$ cat src/rtl/prod_accum_pkg.sv
// prod_accum_pkg
//   Shared definitions for the product accumulator slice: default data
//   widths (PROD_W matches the out width of shift_add_multi_4bit) and the
//   FSM state encodings used by prod_accum.
package prod_accum_pkg;

    // Default widths; the module parameters take their defaults from these.
    localparam int unsigned DEF_PROD_W = 8;
    localparam int unsigned DEF_ACC_W  = 11;
    localparam int unsigned DEF_CNT_W  = 4;

    // Controller state encodings.
    localparam logic [1:0] IDLE  = 2'd0;
    localparam logic [1:0] ACCUM = 2'd1;
    localparam logic [1:0] DONE  = 2'd2;

endpackage

$ cat src/rtl/prod_accum_sat_add.sv
// sat_add
//   Unsigned saturating adder: y = min(a + b, 2^A_W - 1).
//   Purely combinational.
// Ports:
//   a   [A_W-1:0]  accumulator operand
//   b   [B_W-1:0]  addend, zero-extended to A_W+1 bits (requires B_W <= A_W)
//   y   [A_W-1:0]  saturated sum
//   sat            high when the true sum did not fit and y was clamped
module sat_add
    import prod_accum_pkg::*;
#(
    parameter int unsigned A_W = DEF_ACC_W,
    parameter int unsigned B_W = DEF_PROD_W
) (
    input  logic [A_W-1:0] a,
    input  logic [B_W-1:0] b,
    output logic [A_W-1:0] y,
    output logic           sat
);

    logic [A_W:0] sum_ext;

    always_comb begin
        sum_ext = {1'b0, a} + {{(A_W + 1 - B_W){1'b0}}, b};
        // The carry out of the A_W-bit field is exactly the overflow condition.
        sat     = sum_ext[A_W];
        y       = sat ? '1 : sum_ext[A_W-1:0];
    end

endmodule

$ cat src/rtl/prod_accum.sv
// prod_accum
//   Accumulates a programmed number of unsigned products into a saturating
//   sum (MAC back end for the shift-add multiplier). A start/len command
//   opens a run; each in_valid cycle in ACCUM adds one term. When the last
//   term is taken the block spends exactly one cycle in DONE, pulsing
//   sum_valid, and accepts a new command in that same cycle.
// Ports:
//   clk        rising-edge clock
//   n_rst      asynchronous active-low reset
//   start      command strobe, honoured only in IDLE or DONE
//   len        number of terms to accumulate, sampled with start
//   in_valid   prod is a valid term this cycle
//   prod       unsigned product input
//   busy       high while accumulating
//   sum_valid  one-cycle completion pulse
//   sum        accumulator register, held until the next accepted start
//   ovf        sticky saturation flag, cleared by an accepted start
module prod_accum
    import prod_accum_pkg::*;
#(
    parameter int unsigned PROD_W = DEF_PROD_W,
    parameter int unsigned ACC_W  = DEF_ACC_W,
    parameter int unsigned CNT_W  = DEF_CNT_W
) (
    input  logic              clk,
    input  logic              n_rst,
    input  logic              start,
    input  logic [CNT_W-1:0]  len,
    input  logic              in_valid,
    input  logic [PROD_W-1:0] prod,
    output logic              busy,
    output logic              sum_valid,
    output logic [ACC_W-1:0]  sum,
    output logic              ovf
);

    logic [1:0]       state;
    logic [ACC_W-1:0] acc;
    logic [CNT_W-1:0] cnt;
    logic             ovf_q;

    logic [ACC_W-1:0] acc_next;
    logic             sat_hit;

    sat_add #(
        .A_W (ACC_W),
        .B_W (PROD_W)
    ) u_sat_add (
        .a   (acc),
        .b   (prod),
        .y   (acc_next),
        .sat (sat_hit)
    );

    always_ff @(posedge clk or negedge n_rst) begin
        if (!n_rst) begin
            state <= IDLE;
            acc   <= '0;
            cnt   <= '0;
            ovf_q <= 1'b0;
        end else begin
            case (state)
                // DONE shares IDLE's command handling so back-to-back
                // commands need no idle cycle in between.
                IDLE, DONE: begin
                    if (start) begin
                        acc   <= '0;
                        ovf_q <= 1'b0;
                        if (len != '0) begin
                            cnt   <= len;
                            state <= ACCUM;
                        end else begin
                            state <= DONE;
                        end
                    end else begin
                        state <= IDLE;
                    end
                end
                ACCUM: begin
                    if (in_valid) begin
                        acc <= acc_next;
                        cnt <= cnt - 1'b1;
                        if (sat_hit) begin
                            ovf_q <= 1'b1;
                        end
                        if (cnt == CNT_W'(1)) begin
                            state <= DONE;
                        end
                    end
                end
                default: state <= IDLE;
            endcase
        end
    end

    assign busy      = (state == ACCUM);
    assign sum_valid = (state == DONE);
    assign sum       = acc;
    assign ovf       = ovf_q;

endmodule

$ cat config.mk
export PLATFORM = sky130hd
export DESIGN_NAME = prod_accum
export DESIGN_NICKNAME = d
export VERILOG_FILES = /design/src/rtl/prod_accum_pkg.sv /design/src/rtl/prod_accum_sat_add.sv /design/src/rtl/prod_accum.sv
export SDC_FILE = /design/constraint.sdc
export NUM_CORES = 1
export LEC_CHECK = 0
export CAP_MARGIN = 15
export CORE_ASPECT_RATIO = 1.75
export CORE_UTILIZATION = 35
export CTS_BUF_LIST = sky130_fd_sc_hd__clkbuf_8
export CTS_CLUSTER_DIAMETER = 40
export DETAILED_ROUTE_END_ITERATION = 10
export PLACE_DENSITY_LB_ADDON = 0.05
export SYNTH_ARGS = -nofsm -noshare
export SYNTH_HDL_FRONTEND = slang
export SYNTH_SLANG_ARGS = --single-unit
export TNS_END_PERCENT = 20
$ cat constraint.sdc
create_clock -name clk -period 4.2 [get_ports clk]
set_input_delay 0.63 -clock clk [delete_from_list [all_inputs] [get_ports clk]]
set_output_delay 0.63 -clock clk [all_outputs]
set_load 0.02 [all_outputs]
==> results of run 1 <==
## critical path: cells and delay by family
| kind | cells | cell delay, ps |
|---|---|---|
| compound gates | 2 | 530 |
| simple gates | 3 | 510 |
| buf+inv | 2 | 530 |
| fa+ha+maj | 2 | 600 |
## metal layers
metal	track usage [%]	part of all wire (%)
met4	7.714	1.6
met5	0	0
met2	34.25	56
met1	18.61	40
met3	2.444	2.2
## cells by family (layout without fill, tap and decap cells)
group,count (synthesis),after routing,synth area share (%)
multiplexers,1,1,0.7953
AO/OA/AOI/OAI,52,52,26.34
AND/OR/NAND/NOR,42,42,19.38
flip-flops,18,18,35.79
XOR/XNOR,4,4,2.784
buffers and inverters,11,41,3.380
adder cells (fa/ha/maj),11,11,11.53
## where the power goes
group	internal [W]	switching (W)	leakage (nW)	total [W]
clock network	0.0000834	0.0000611	0.0288	0.000145
logic	0.000322	0.000383	0.448	0.000705
registers	0.000250	0.0000696	0.216	0.000320
## cell type report
cell class	instances	area, sq um
Sequential cell	18	450.4
Fill cell	357	1750
Inverter	8	30.03
Tap cell	45	56.30
Timing Repair Buffer	29	290.3
Multi-Input combinational cell	110	765.7
Clock buffer	4	55.05
## sequential cells by signal, summed over array words and instances, names as in the netlist
signal	flops
cnt	4
sum	11
ovf	1
state	2
## per-stage QoR
stage / total power (W) / hold slack [ps] / std cells / util [%] / cell area, sq um
6_report: 0.001169 / 495.1 / 214 / 48.49 / 1648
5_1_grt: 0.001265 / 536.1 / 214 / 48.49 / 1648
4_1_cts: 0.001179 / 501.2 / 214 / 48.49 / 1648
3_5_place_dp: 0.001029 / 481.9 / 210 / 46.87 / 1593
3_3_place_gp: 0.001009 / 478.4 / 210 / 46.87 / 1593
2_1_floorplan: 0.0007982 / 334.4 / 139 / - / 1259
## path summary, 6_finish.rpt
| kind | endpoint | slack (ps) | cells past startpoint |
|---|---|---|---|
| setup / recovery | sum[8]$_DFFE_PN0P_ | 1550 | 9 |
| hold / removal | ovf$_DFFE_PN0P_ | 500 | 2 |
| setup reg to reg | sum[8]$_DFFE_PN0P_ | 2000 | 8 |
| hold reg to reg | ovf$_DFFE_PN0P_ | 500 | 2 |
| max in group asynchronous | state[1]$_DFFE_PN0P_ | 2790 | 1 |
| min in group asynchronous | sum[7]$_DFFE_PN0P_ | 860 | 1 |
## layout by cell type (no fill, tap or decap), drive strengths merged, types with 2 or more instances in the layout
master,n
a211oi,2
a21o,2
a21oi,16
a31oi,5
and2,3
and3,2
clkbuf,4
clkdlybuf4s50,29
dfrtp,18
ha,10
inv,8
nand2,11
nand2b,5
nand3,5
nor2,2
nor2b,3
nor3,5
o211ai,3
o21a,2
o21ai,16
o2bb2ai,2
xnor2,3
==> flow_summary.ini, run 1 <==
[floorplan]
die_area_sq_um = 3849
row_count = 28
die_w_um = 47.33
start_util_pct = 37.04
io_pins = 30
die_h_um = 81.33
core_area_sq_um = 3398

[grt]
antenna_found_initial = 0
overflow = 0
grt_pass1_wl_um = 4926
grt_max_degree = 19
gr-usage-all-layers_pct = 18.27
grt_pass1_vias = 1142

[sta]
finalSetupViolCount = 0
finClkSkew_ps = 3.166
min_period_ps = 2648
finalSetupTns_ps = 0
worst_pin_slew_ps = 877.1
grt_setup_unrepaired = false
hold_viol_final = 0
finalCritPeriodShare_pct = 63.04
max_slew_margin_pct = 41.34
timing.final.max_slew_violations = 0
fin_ws_ps = 1552
fmax_mhz = 377.7

[clock_tree]
cts.clk_slew.worst_paths_ps = 70
post_cts_buffers = 0
htree_levels = 1
clockRootBuffer = clkbuf_8
cts_buffers = 3
clockBufferDepth = 2
cts_resized = 0
cts-hold-fix-buffers = 0
cts_tree = yes
clock_sinks = 18
clock_latency_ps = 260

[setup_path]
cp_cell_sequence = clkdlybuf4s50_1, ha_1, inv_1, fa_1, nor2b_1, o2111ai_1, a31oi_1, nand4_1, and3_1
start_kind = primary input
crit_start = prod[0]
timing_worst_setup_path_type = in -> reg
critical_path_required_ps = 4350
end_kind = flop
crit_fanout = 4
critical-path-max-stage-delay_ps = 460
crit_slowest_cell = clkdlybuf4s50_1
r2r_start = sum[0]$_DFFE_PN0P_
arrival_ps = 2800

[routing]
ant_nets = 0
dr.pass1.iters = 4
vias = 1131
wl_per_cell_um = 14.53
drcViolationCount = 0
via_per_inst = 5.285
finalWirelength_um = 3110
drt_first_iter_violations = 21

[placed_design]
gp_congestion = 0.8292
portBuffers = 29
dp.final_hpwl_um = 2420
place_ws_ps = 1308

[worst_hold_path]
hold_start = ovf$_DFFE_PN0P_
hold_class = reg -> reg

[yosys]
synth_edf_count = 0
synth_fp_nets = 166
ys_top_cells_by_area = dfrtp_1 (36%), ha_1 (9.9%), a21oi_1 (6.4%), o21ai_0 (5.6%), nand2_1 (3.3%)
yosysMostFrequentCell = dfrtp_1
synth_area_sq_um = 1259
synth_top_cell_by_area = dfrtp_1
ys_types = 41
ys_ff_latch = 18
avgSynthCellArea_sq_um = 9.055
synth-seq-area-share_pct = 35.79
synthCells = 139
synth_common_cells = dfrtp_1 (18), a21oi_1 (16), o21ai_0 (14)
yosysTopAreaCellShare_pct = 35.79
ys.warnings.count = 0
synth_ff_type = dfrtp_1
async_flop_share_pct = 100.0

[layout]
drive_above_1_share_pct = 7.692
area.growth.synth_to_final_pct = 30.91
nNetsFinal = 197
antennaDiodeCount = 0

[power_and_ir_drop]
leakage_nw = 0.6931
power.density_nw_per_um2 = 709.7
ir_drop_uv = 410.2

[run_status]
outcome = finished clean

[job]
drv_cap = 0
Note: power is estimated with default switching activity, not from simulation.
==> run 2: changes to the inputs <==
- clock period: 4.2 -> 2.1 ns (I/O delays scaled with it)
==> flow_summary.ini, run 2 (synthesized netlist as in run 1, its figures left out) <==
[run_status]
outcome = finished clean

[layout]
drive_above_1_share_pct = 18.68
layout_commonest_cell = clkdlybuf4s50_1
final_cells = 227
final_area_sq_um = 1815
antennaDiodeCount = 0
final_core_util_pct = 53.42
largest_reg_flops = 11
multi_input_area_sq_um = 833.3
area.sequential_sq_um = 450.4
layout_common_cells = clkdlybuf4s50_1 (28), dfrtp_1 (18), a21oi_1 (15), o21ai_0 (14), buf_4 (13)
area.growth.synth_to_final_pct = 44.23
fillers = 342
nNetsFinal = 210

[routing]
dr.pass1.iters = 4
drt_first_iter_violations = 17
via_per_inst = 5.238
ant_nets = 0
vias = 1189
finalWirelength_um = 3319
wl_per_cell_um = 14.62
dr.max_layer_used = met4
wl_met3_um = 95
wl_met2_um = 1915
drcViolationCount = 0
met1_length_um = 1251

[placed_design]
post-place-cells = 222
post_dp_cell_area_sq_um = 1683
gp_congestion = 0.8568
portBuffers = 29
dp.final_hpwl_um = 2520

[floorplan]
start_util_pct = 37.04
die_area_sq_um = 3849
io_pins = 30
die_h_um = 81.33
die_w_um = 47.33
row_count = 28
core_area_sq_um = 3398

[setup_path]
reg2regPathDepth = 8
critical_path_required_ps = 2270
timing_worst_setup_path_type = in -> reg
crit_fanout = 6
start_kind = primary input
end_kind = flop
arrival_ps = 2180
cp_common_cell = buf_4
rrSetupSlack_ps = 120
r2r_start = sum[0]$_DFFE_PN0P_
critical-path-max-stage-delay_ps = 430
cp_cell_sequence = clkdlybuf4s50_1, ha_2, o211ai_1, buf_4, nor4b_4, a211oi_4, buf_4, o21ai_0
r2r-end = sum[8]$_DFFE_PN0P_
crit_slowest_cell = clkdlybuf4s50_1

[clock_tree]
cts_buffers = 3
clockBufferDepth = 2
cts_tree = yes
cts.clk_slew.worst_paths_ps = 70
clock_latency_ps = 260
clockRootBuffer = clkbuf_8
clock_sinks = 18
htree_levels = 1

[sta]
fmax_mhz = 497.2
finalSetupViolCount = 0
grt_setup_unrepaired = true
timing.final.max_slew_violations = 0
min_period_ps = 2011
hold_viol_final = 0
finClkSkew_ps = 0.5133
worst_pin_slew_ps = 382.2
max_slew_margin_pct = 74.52
finalSetupTns_ps = 0
finalCritPeriodShare_pct = 95.78

[grt]
gr-usage-all-layers_pct = 19.03
grt_max_degree = 19
grt_pass1_wl_um = 5140
antenna_found_initial = 0
overflow = 0
grt_pass1_vias = 1157

[power_and_ir_drop]
power.density_nw_per_um2 = 1420
fin_total_pwr_w = 0.002578
ir_drop_uv = 759.0
leakage_nw = 0.7763

[job]
drv_cap = 0

[worst_hold_path]
hold_class = in -> async
## run 2: worst max path at each step
stage / endpoint / start
2_1_floorplan: sum[8]$_DFFE_PN0P_ / sum[0]$_DFFE_PN0P_
3_3_place_gp: sum[8]$_DFFE_PN0P_ / prod[0]
3_5_place_dp: sum[8]$_DFFE_PN0P_ / prod[0]
4_1_cts: sum[8]$_DFFE_PN0P_ / prod[0]
5_1_grt: sum[8]$_DFFE_PN0P_ / sum[0]$_DFFE_PN0P_
6_report: ovf$_DFFE_PN0P_ / prod[4]
## run 2: metrics by stage
stage               setup slack (ps)  hold WS (ps)
global route                  -14.62         427.4
finish                         88.57         390.9
floorplan                      20.61         19.41
CTS                            3.108         396.2
detailed placement            -413.8         492.1
global placement              -334.1         477.4
## run 2: worst max-delay path: cells and delay by family
kind,cells,cell delay (ps)
buf+inv,3,770
compound gates,3,360
simple gates,1,330
fa+ha+maj,1,400
## run 2: area by class of cell
class	instances	area share [%]
multi-input combinational	110	45.90
sequential	18	24.81
inverter	8	1.654
clock buffer	4	3.032
tap	45	3.101
timing repair buffer	42	21.50
## run 2: power by group
part | switching (W) | internal [W]
Sequential | 0.000138 | 0.000500
Clock | 0.000124 | 0.000167
Combinational | 0.000863 | 0.000786
Total | 0.00113 | 0.00145
## run 2: routing by layer
metal	GRT usage, %	vias up
met3	2.222	6
met5	0	-
met2	34.66	25
li1	-	593
met1	20.08	565
met4	9.143	0
## run 2: timing repair
action / 4_1_cts / 5_1_grt
hold buffers: 0 / 0
gates resized for setup: 3 / 11
buffers inserted: 0 / 1
setup endpoints to repair: 2 / 10
pin swaps: 1 / 7
==> RTL change: new RTL, flow settings as in run 1 <==
Register the outputs `busy` and `sum_valid`, cleared by the reset; this adds one clock of latency there. The other outputs are not delayed to match. Comments in the files are not updated.
--- a/src/rtl/prod_accum.sv
+++ b/src/rtl/prod_accum.sv
@@ -94,6 +94,13 @@
     end
 
-    assign busy      = (state == ACCUM);
-    assign sum_valid = (state == DONE);
+    always_ff @(posedge clk or negedge n_rst) begin
+        if (!n_rst) begin
+            busy      <= '0;
+            sum_valid <= '0;
+        end else begin
+            busy      <= (state == ACCUM);
+            sum_valid <= (state == DONE);
+        end
+    end
     assign sum       = acc;
     assign ovf       = ovf_q;
Function: changed (a bounded check fails within 4 cycles, from zero or initial values and one cycle with n_rst low).
==> RTL change against run 1 <==
  * Non-clock buffer count unchanged
  * Area after synthesis up 6.5%
  * Fmax down 0.57%
  * Total power up 2.4%
  * Largest cell class unchanged
  * Worst setup slack worse by 0.015 ns
  * First-iteration DRC count unchanged
  * Cell area up 4.1%
  * Wire length up 2.5%
  * Sequential cell count up 2
==> RTL change: results (changes against run 1) <==
\begin{tabular}{lr}
\hline
Metric & Value \\
\hline
\multicolumn{2}{l}{\textbf{Run status}} \\
\quad Run status & finished, final reports clean \\
\multicolumn{2}{l}{\textbf{Placed design}} \\
\quad \# placed instances & 208 (-0.95\%) \\
\quad Final weighted congestion of routability-driven global placement & 0.7649 (-7.8\%) \\
\quad Area after detailed placement & 1660 sq um (+4.2\%) \\
\quad Minimum setup slack after placement & 1.271 ns (-0.03632 ns) \\
\multicolumn{2}{l}{\textbf{Layout}} \\
\quad Number of fillers in the final layout & 367 (+2.8\%) \\
\quad Layout cells sized above 1 & 10.24\% (+2.5 points) \\
\quad Nets & 194 (-1.5\%) \\
\multicolumn{2}{l}{\textbf{Yosys}} \\
\quad Multiplexer area fraction after synthesis & 1.494\% (+0.70 points) \\
\quad Synthesized Nets & 165 (-0.60\%) \\
\quad Synthesized-area fraction occupied by xor and xnor cells & 2.614\% (-0.17 points) \\
\quad Adder-Cell Fraction of Synth Area & 10.83\% (-0.70 points) \\
\quad Post-synthesis sequential area ratio & 37.35\% (+1.6 points) \\
\quad Synth top cells by count & sky130\_fd\_sc\_hd\_\_dfrtp\_1 (20), sky130\_fd\_sc\_hd\_\_nand3\_1 (15), sky130\_fd\_sc\_hd\_\_ha\_1 (10), sky130\_fd\_sc\_hd\_\_nand2\_1 (10), sky130\_fd\_sc\_hd\_\_inv\_1 (8) \\
\quad Average cell area after synthesis & 9.710 sq um (+7.2\%) \\
\multicolumn{2}{l}{\textbf{Setup path}} \\
\quad End of the worst register-to-register path & sum[2] \\
\multicolumn{2}{l}{\textbf{Global route}} \\
\quad GRT Overall Usage & 16.90\% (-1.4 points) \\
\quad Met2 Resource Use GR & 31.06\% (-3.2 points) \\
\quad Vias in the first global route & 1171 (+2.5\%) \\
\quad Wire length of the first global-routing pass & 5.368 mm (+9.0\%) \\
\quad Global routing usage on met3 & 2.004\% (-0.44 points) \\
\quad Pin count of the biggest net entering global routing & 21 (+2) \\
\multicolumn{2}{l}{\textbf{Power and ir drop}} \\
\quad Cell-internal power & 679.3 uW (+3.7\%) \\
\quad Standby leakage power & 0.7540 nW (+8.8\%) \\
\quad Maximum VDD drop & 380.5 uV (-7.2\%) \\
\multicolumn{2}{l}{\textbf{STA}} \\
\quad Worst-Margin Slew & 0.9669 ns (+0.08973 ns) \\
\quad Worst clock skew & 0.003508 ns (+0.0003418 ns) \\
\quad Hold\_ws & 0.4952 ns (+0.0001960 ns) \\
\multicolumn{2}{l}{\textbf{Routing}} \\
\quad Mean number of vias per cell & 5.429 (+2.7\%) \\
\hline
\end{tabular}
RTL change: cell types whose count changed after synthesis, sizes merged, moves of 3 or more:
cell           run 1  this run
nor3               5         2
a31oi              5         0
o21ai             16         9
a21oi             16         5
nand3              5        15
o211ai             3        10
RTL change: routing by layer:
metal | vias to the layer above | share of wire (%)
li1 | 557 | -
met4 | 0 | 2.4
met1 | 557 | 40
met3 | 6 | 3.1
met5 | - | 0
met2 | 31 | 55
RTL change: kinds of logic (layout without fill, tap and decap cells):
group / Yosys count / in the layout
AOI/OAI and AO/OA: 41 / 41
buffers and inverters: 13 / 41
DFF: 20 / 20
and+or+nand+nor: 47 / 47
adders and majority gates: 11 / 11
muxes: 2 / 2
xor gates and xnor gates: 4 / 4
RTL change: power groups by stage:
stage	clock network [mW]	logic (mW)	registers [mW]
after floorplan	0	0.446	0.392
after global placement	0	0.701	0.340
after detailed placement	0	0.717	0.343
after CTS	0.155	0.717	0.341
after global routing	0.161	0.784	0.349
final	0.150	0.708	0.340
RTL change: area by class of cell:
class / count / area (sq um) / area share (%)
inverters: 8 / 30.03 / 1.751
repair buffers: 29 / 290.3 / 16.92
well taps: 46 / 57.56 / 3.355
flip-flops and latches: 20 / 500.5 / 29.18
clock buffers: 4 / 55.05 / 3.209
multi-input cells: 105 / 782.0 / 45.59
RTL change: worst max path at each step:
stage            start       to  cells past startpoint
2_1_floorplan  prod[0]  sum[10]                      8
3_3_place_gp   prod[0]  sum[10]                      9
3_5_place_dp   prod[0]  sum[10]                      9
4_1_cts        prod[0]  sum[10]                      9
5_1_grt        prod[4]   sum[2]                      7
6_report       prod[0]  sum[10]                      9
